<file path="src/rtl/sel_dist_pkg.sv">
// sel_dist_pkg: lane select encoding shared by the 1-to-4 distributor
package sel_dist_pkg;
    typedef logic [1:0] lane_idx_t;
    localparam lane_idx_t SEL_A = 2'b00;
    localparam lane_idx_t SEL_B = 2'b01;
    localparam lane_idx_t SEL_C = 2'b10;
    localparam lane_idx_t SEL_D = 2'b11;
endpackage

</file>
<file path="src/rtl/sel_dist_1_4_lane.sv">
// dist_lane: one-entry holding register with valid flag
module dist_lane #(parameter int W = 2) (
    input  logic         clk,
    input  logic         rst_n,
    input  logic         push,
    input  logic [W-1:0] data_in,
    input  logic         pop,
    output logic         valid,
    output logic [W-1:0] data_out
);
    // data is kept on pop so the lane output only changes on a load
    always_ff @(posedge clk or negedge rst_n) begin
        if (!rst_n) begin
            valid    <= 1'b0;
            data_out <= '0;
        end else begin
            if (push) data_out <= data_in;
            valid <= push | (valid & ~pop);
        end
    end
endmodule

</file>
<file path="src/rtl/sel_dist_1_4.sv">
// sel_dist_1_4: registered 1-to-4 distributor with per-lane valid/ready
module sel_dist_1_4
    import sel_dist_pkg::*;
#(parameter int W = 2) (
    input  logic         clk,
    input  logic         rst_n,
    input  logic [W-1:0] in_data,
    input  lane_idx_t    in_sel,
    input  logic         in_valid,
    output logic         in_ready,
    output logic [W-1:0] a,
    output logic [W-1:0] b,
    output logic [W-1:0] c,
    output logic [W-1:0] d,
    output logic         a_valid,
    output logic         b_valid,
    output logic         c_valid,
    output logic         d_valid,
    input  logic         a_ready,
    input  logic         b_ready,
    input  logic         c_ready,
    input  logic         d_ready,
    output logic [3:0]   full
);
    logic [3:0]   lane_ready;
    logic [3:0]   push;
    logic [W-1:0] lane_data [4];
    assign lane_ready = {d_ready, c_ready, b_ready, a_ready};
    // a busy lane only blocks the producer when that lane is the target
    assign in_ready = rst_n & (~full[in_sel] | lane_ready[in_sel]);
    for (genvar i = 0; i < 4; i++) begin : g_lane
        assign push[i] = in_valid & in_ready & (in_sel == lane_idx_t'(i));
        dist_lane #(.W(W)) u_lane (
            .clk      (clk),
            .rst_n    (rst_n),
            .push     (push[i]),
            .data_in  (in_data),
            .pop      (full[i] & lane_ready[i]),
            .valid    (full[i]),
            .data_out (lane_data[i])
        );
    end
    assign a       = lane_data[SEL_A];
    assign b       = lane_data[SEL_B];
    assign c       = lane_data[SEL_C];
    assign d       = lane_data[SEL_D];
    assign a_valid = full[SEL_A];
    assign b_valid = full[SEL_B];
    assign c_valid = full[SEL_C];
    assign d_valid = full[SEL_D];
endmodule

</file>
<file path="config.mk">
export PLATFORM = sky130hd
export DESIGN_NAME = sel_dist_1_4
export DESIGN_NICKNAME = d
export VERILOG_FILES = /design/src/rtl/sel_dist_pkg.sv /design/src/rtl/sel_dist_1_4_lane.sv /design/src/rtl/sel_dist_1_4.sv
export SDC_FILE = /design/constraint.sdc
export NUM_CORES = 1
export LEC_CHECK = 0
export ABC_AREA = 0
export ABC_CLOCK_PERIOD_IN_PS = 3120
export CORE_MARGIN = 4
export CORE_UTILIZATION = 41
export DETAILED_ROUTE_END_ITERATION = 8
export PLACE_DENSITY = 0.79
export SLEW_MARGIN = 20
export SYNTH_ARGS = -nofsm -noshare
export SYNTH_HDL_FRONTEND = slang
export SYNTH_SLANG_ARGS = --single-unit
</file>
<file path="constraint.sdc">
create_clock -name clk -period 3.12 [get_ports clk]
set_clock_uncertainty 0.15 [all_clocks]
set_input_delay 0.312 -clock clk [delete_from_list [all_inputs] [get_ports clk]]
set_output_delay 0.312 -clock clk [all_outputs]
set_load 0.05 [all_outputs]
</file>
Yosys cells after proc, flatten, opt, wreduce, memory -nomap -nowiden
Index checks and enable logic that the tools add are counted.

storage, ports and cells
  bits in registers = 12
  bits in latches = 0
  bits in writable memories = 0
  memory bits (read-only) = 0
  input bits = 11
  output and inout port bits = 17
  memories = 0

operators by class
  add/subtract/negate cells = 0
  $mul = 0
  div/mod/pow operators = 0
  magnitude comparators = 1
  eq/ne operators = 3
  shifts and indexed selects = 0
  muxes and demuxes = 4
  bitwise logic cells = 24
  reductions and logical operators = 1

operator list
  kind                                                        count
  AND 1 bit                                                   14
  NOT 1 bit                                                   5
  bitwise OR 1 bit                                            5
  binary-select mux 1 bit (select 2 bit)                      2
  equality test 2 bit, second input constant                  2
  less-than comparator 2 x 3 -> 1 bit, second input constant  1
  equality test 2 x 1 -> 1 bit, second input constant         1
  zero test 2 bit                                             1
  2-to-1 mux 1 bit                                            2

Depth between registers and ports, before layout
  depth after elaboration = 8
  mapped depth = 4

Cells and area by module
Synthesis repeated with hierarchy kept, for this count alone.

second synthesis, totals
  cell total of the unflattened synthesis = 54
  area, all modules = 596.8 sq um

by module, submodules not included
  module        instances  cells an instance  area an instance (sq um)
  dist_lane     4          7                  110.1
  sel_dist_1_4  1          26                 156.4

Worst setup path after synthesis
No wires, ideal clock.

  kind = reg2out
  from = register g_lane[3].u_lane.valid
  to = output port in_ready
  arrival = 1.660 ns
  required time = 2.658 ns
  slack = 0.998 ns
  stages on the path, launching flop included = 4
  buffers on the path = 0
  path through = dfrtp_1 or2b_2 mux2i_1 a21oi_1

between the ends
  longest elaborated chain between the ends = 5

RTL lines
  element                                 line                     text
  from (decl)                             sel_dist_1_4_lane.sv:8   output logic valid,
  from (signal assigned)                  sel_dist_1_4_lane.sv:18  valid <= push | (valid & ~pop);
  binary-select mux 1 bit (select 2 bit)  sel_dist_1_4.sv:30       assign in_ready = rst_n & (~full[in_sel] | lane_ready[in_sel]);
  2-to-1 mux 1 bit (implied by the code)  sel_dist_1_4.sv:30
  NOT 1 bit                               sel_dist_1_4.sv:30
  bitwise OR 1 bit                        sel_dist_1_4.sv:30
  AND 1 bit                               sel_dist_1_4.sv:30
  to (decl)                               sel_dist_1_4.sv:10       output logic in_ready,

Every way passes these cells. The select of a mux whose other input is x is not followed.

Final worst setup path
  from = input port in_sel[0]
  to = output port in_ready

between the ends
  longest elaborated chain between the ends = 5

RTL lines
  element                                 line                text
  from (decl)                             sel_dist_1_4.sv:8   input lane_idx_t in_sel,
  binary-select mux 1 bit (select 2 bit)  sel_dist_1_4.sv:30
  2-to-1 mux 1 bit (implied by the code)  sel_dist_1_4.sv:30
  NOT 1 bit                               sel_dist_1_4.sv:30
  bitwise OR 1 bit (*)                    sel_dist_1_4.sv:30
  AND 1 bit (*)                           sel_dist_1_4.sv:30

Mark *: on every way between the ends. The rest lies on a longest branch, timed or not. The select of a mux whose other input is x is not followed.

==> flow_metrics.py <==
metrics = {
    "cts": {
        "h-tree-depth": 1,
        "cts_resized": 0,
        "cts_setup_buffers": 0,
        "worstSkewPairLatency_ps": 270,
        "numCtsBuffers": 3,
        "hold_buffers": 0,
        "cts.clk_slew.worst_paths_ps": 70,
        "clk_path_buf_depth": 2,
        "cts_sinks": 12,
        "root_buffer": "clkbuf_4",
        "cts_tree": "built",
    },
    "finish": {
        "antenna_cells": 0,
        "layout_common_cells": "26 x clkdlybuf4s50_1, 12 x dfrtp_1, 6 x mux2_2, 3 x nand2b_1, 3 x clkbuf_4",
        "layout_commonest_cell": "clkdlybuf4s50_1",
        "nets": 84,
        "drive_gt1_share_pct": 22.2,
        "fillers": 104,
        "syn_to_final_growth_pct": 50.3,
    },
    "sta": {
        "period_needed_ps": 2030,
        "clock.fmax_mhz": 493,
        "setup_viol": 0,
        "slew_headroom_pct": 65.3,
        "finalHoldViolations": 0,
        "tightestPinTransition_ps": 518,
        "finalSetupTns_ps": 0,
        "slew_violations": 0,
        "grt_setup_unrepaired": "no",
        "timing.final.crit_share_pct": 65.0,
    },
    "critical_path": {
        "r2r_start": "g_lane[3].u_lane.valid",
        "crit_path_start": "in_sel[0]",
        "crit_fanout": 8,
        "start_kind": "input port",
        "cp-end-kind": "output port",
        "critPathKind": "input port to output port",
        "arrival_ps": 1570,
        "required_ps": 2660,
        "r2r_cells": 3,
    },
    "placed_design": {
        "dp_hpwl_um": 975,
        "io_buffers": 27,
        "gp_congestion": 0.675,
    },
    "detailed_routing": {
        "drc": 0,
        "first_iter_violations": 1,
        "first_pass_iters": 4,
        "wl_met1_um": 512,
        "num_vias": 438,
        "wl_um": 1220,
        "wl_per_cell_um": 14.0,
        "dr_wl_met2_um": 582,
        "ant_nets": 0,
        "top_layer_used": "met4",
        "viasPerCell": 5.03,
        "met3_wirelength_um": 94,
    },
    "grt": {
        "grt_max_degree": 11,
        "grt_overflow_total": 0,
        "track_usage_pct": 13.4,
        "grt_pass1_wl_um": 1950,
        "antenna_found_initial": 0,
        "first_global_vias": 455,
    },
    "synthesis": {
        "synth_seq_area_share_pct": 52.3,
        "ys_ff_latch": 12,
        "synth_cell_types": 21,
        "synth_warnings": 0,
        "synth_area_um2": 574,
        "synth_top_area_share_pct": 52.3,
        "synth_area_leaders": "dfrtp_1 52%, mux2_2 12%, buf_4 5.2%, mux2_1 3.9%, nand2b_1 3.3%",
        "ys.flop_type": "dfrtp_1",
        "synth_edf_count": 0,
        "syn_nets": 56,
        "syn_avg_cell_area_um2": 12.8,
        "async_flop_share_pct": 100,
        "yosysTopAreaCell": "dfrtp_1",
        "netlist_instances": 45,
    },
    "min_path": {
        "min_path_type": "input port to async pin",
    },
    "power": {
        "power.leakage_nw": 0.371,
        "peakVddDrop_mv": 0.398,
        "power_mw": 0.541,
        "power.density_nw_per_um2": 627,
    },
    "job": {
        "max-cap-violations": 0,
    },
    "floorplanning": {
        "start_util_pct": 43.6,
        "core_area_um2": 1320,
        "fp.dieArea_um2": 2060,
        "num_rows": 13,
        "dieWidth_um": 45.4,
        "io_pins": 28,
        "die_y_um": 45.4,
    },
    "run_status": {
        "status": "complete, no violations",
    },
}
-- power breakdown --
group / internal [mW] / total, mW / switching [mW]
Combinational: 0.0818 / 0.222 / 0.140
Clock: 0.0710 / 0.123 / 0.0524
Sequential: 0.182 / 0.196 / 0.0141
Total: 0.334 / 0.541 / 0.207
-- worst max-delay path, cell delays in order --
cell and delay, ps:
clkdlybuf4s50_1 580, nand4bb_2 170, o311ai_0 130, a21oi_1 150
buf_4 210
-- kinds of logic (layout without fill, tap and decap cells) --
kind of cell	after synthesis	count (layout)	share of synthesized area [%]
flip-flops	12	12	52.3
AO/OA/AOI/OAI	3	3	3.27
multiplexers	9	9	17.4
buffers and inverters	5	32	7.19
AND/OR/NAND/NOR	16	16	19.8
-- state kept, by name, indices dropped and copies added (netlist names) --
| register | cells |
|---|---|
| g_lane.u_lane.data_out | 8 |
| g_lane.u_lane.valid | 4 |
-- Yosys cell counts (2+ instances only) --
cell,instances
mux2_1,2
nor2_1,2
mux2_2,6
buf_4,4
dfrtp_1,12
nand2_1,2
nand2b_1,3
-- final cells by class --
cell class | instances | area [µm²] | area share (%)
clock buffers | 4 | 36.3 | 4.20
flip-flops and latches | 12 | 300 | 34.8
well taps | 15 | 18.8 | 2.17
repair buffers | 28 | 275 | 31.9
multi-input cells | 28 | 233 | 27.0
-- routing by layer --
| metal | track usage (%) | vias up |
|---|---|---|
| li1 | - | 210 |
| met1 | 15.0 | 206 |
| met2 | 21.7 | 19 |
| met3 | 2.77 | 3 |
| met4 | 10.5 | 0 |
| met5 | 0 | - |
-- through the flow --
step	setup slack, ps	util (%)	instance area, µm²	instances	hold slack (ps)
6_report	1090	65.5	863	87	155
4_1_cts	1070	65.5	863	87	156
3_3_place_gp	1070	62.8	827	83	328
2_1_floorplan	998	-	574	45	-134
5_1_grt	997	65.5	863	87	165
3_5_place_dp	1070	62.8	827	83	330
-- path summary, 6_finish.rpt --
path                                                 to  slack (ps)
max in group asynchronous  g_lane[3].u_lane.data_out[0]        2230
min in group clk           g_lane[3].u_lane.data_out[0]         340
max reg2reg                g_lane[3].u_lane.data_out[1]        1710
min                              g_lane[0].u_lane.valid         160
max                                            in_ready        1090
min reg2reg                g_lane[3].u_lane.data_out[0]         340
Power figures use the tool's default switching activity.
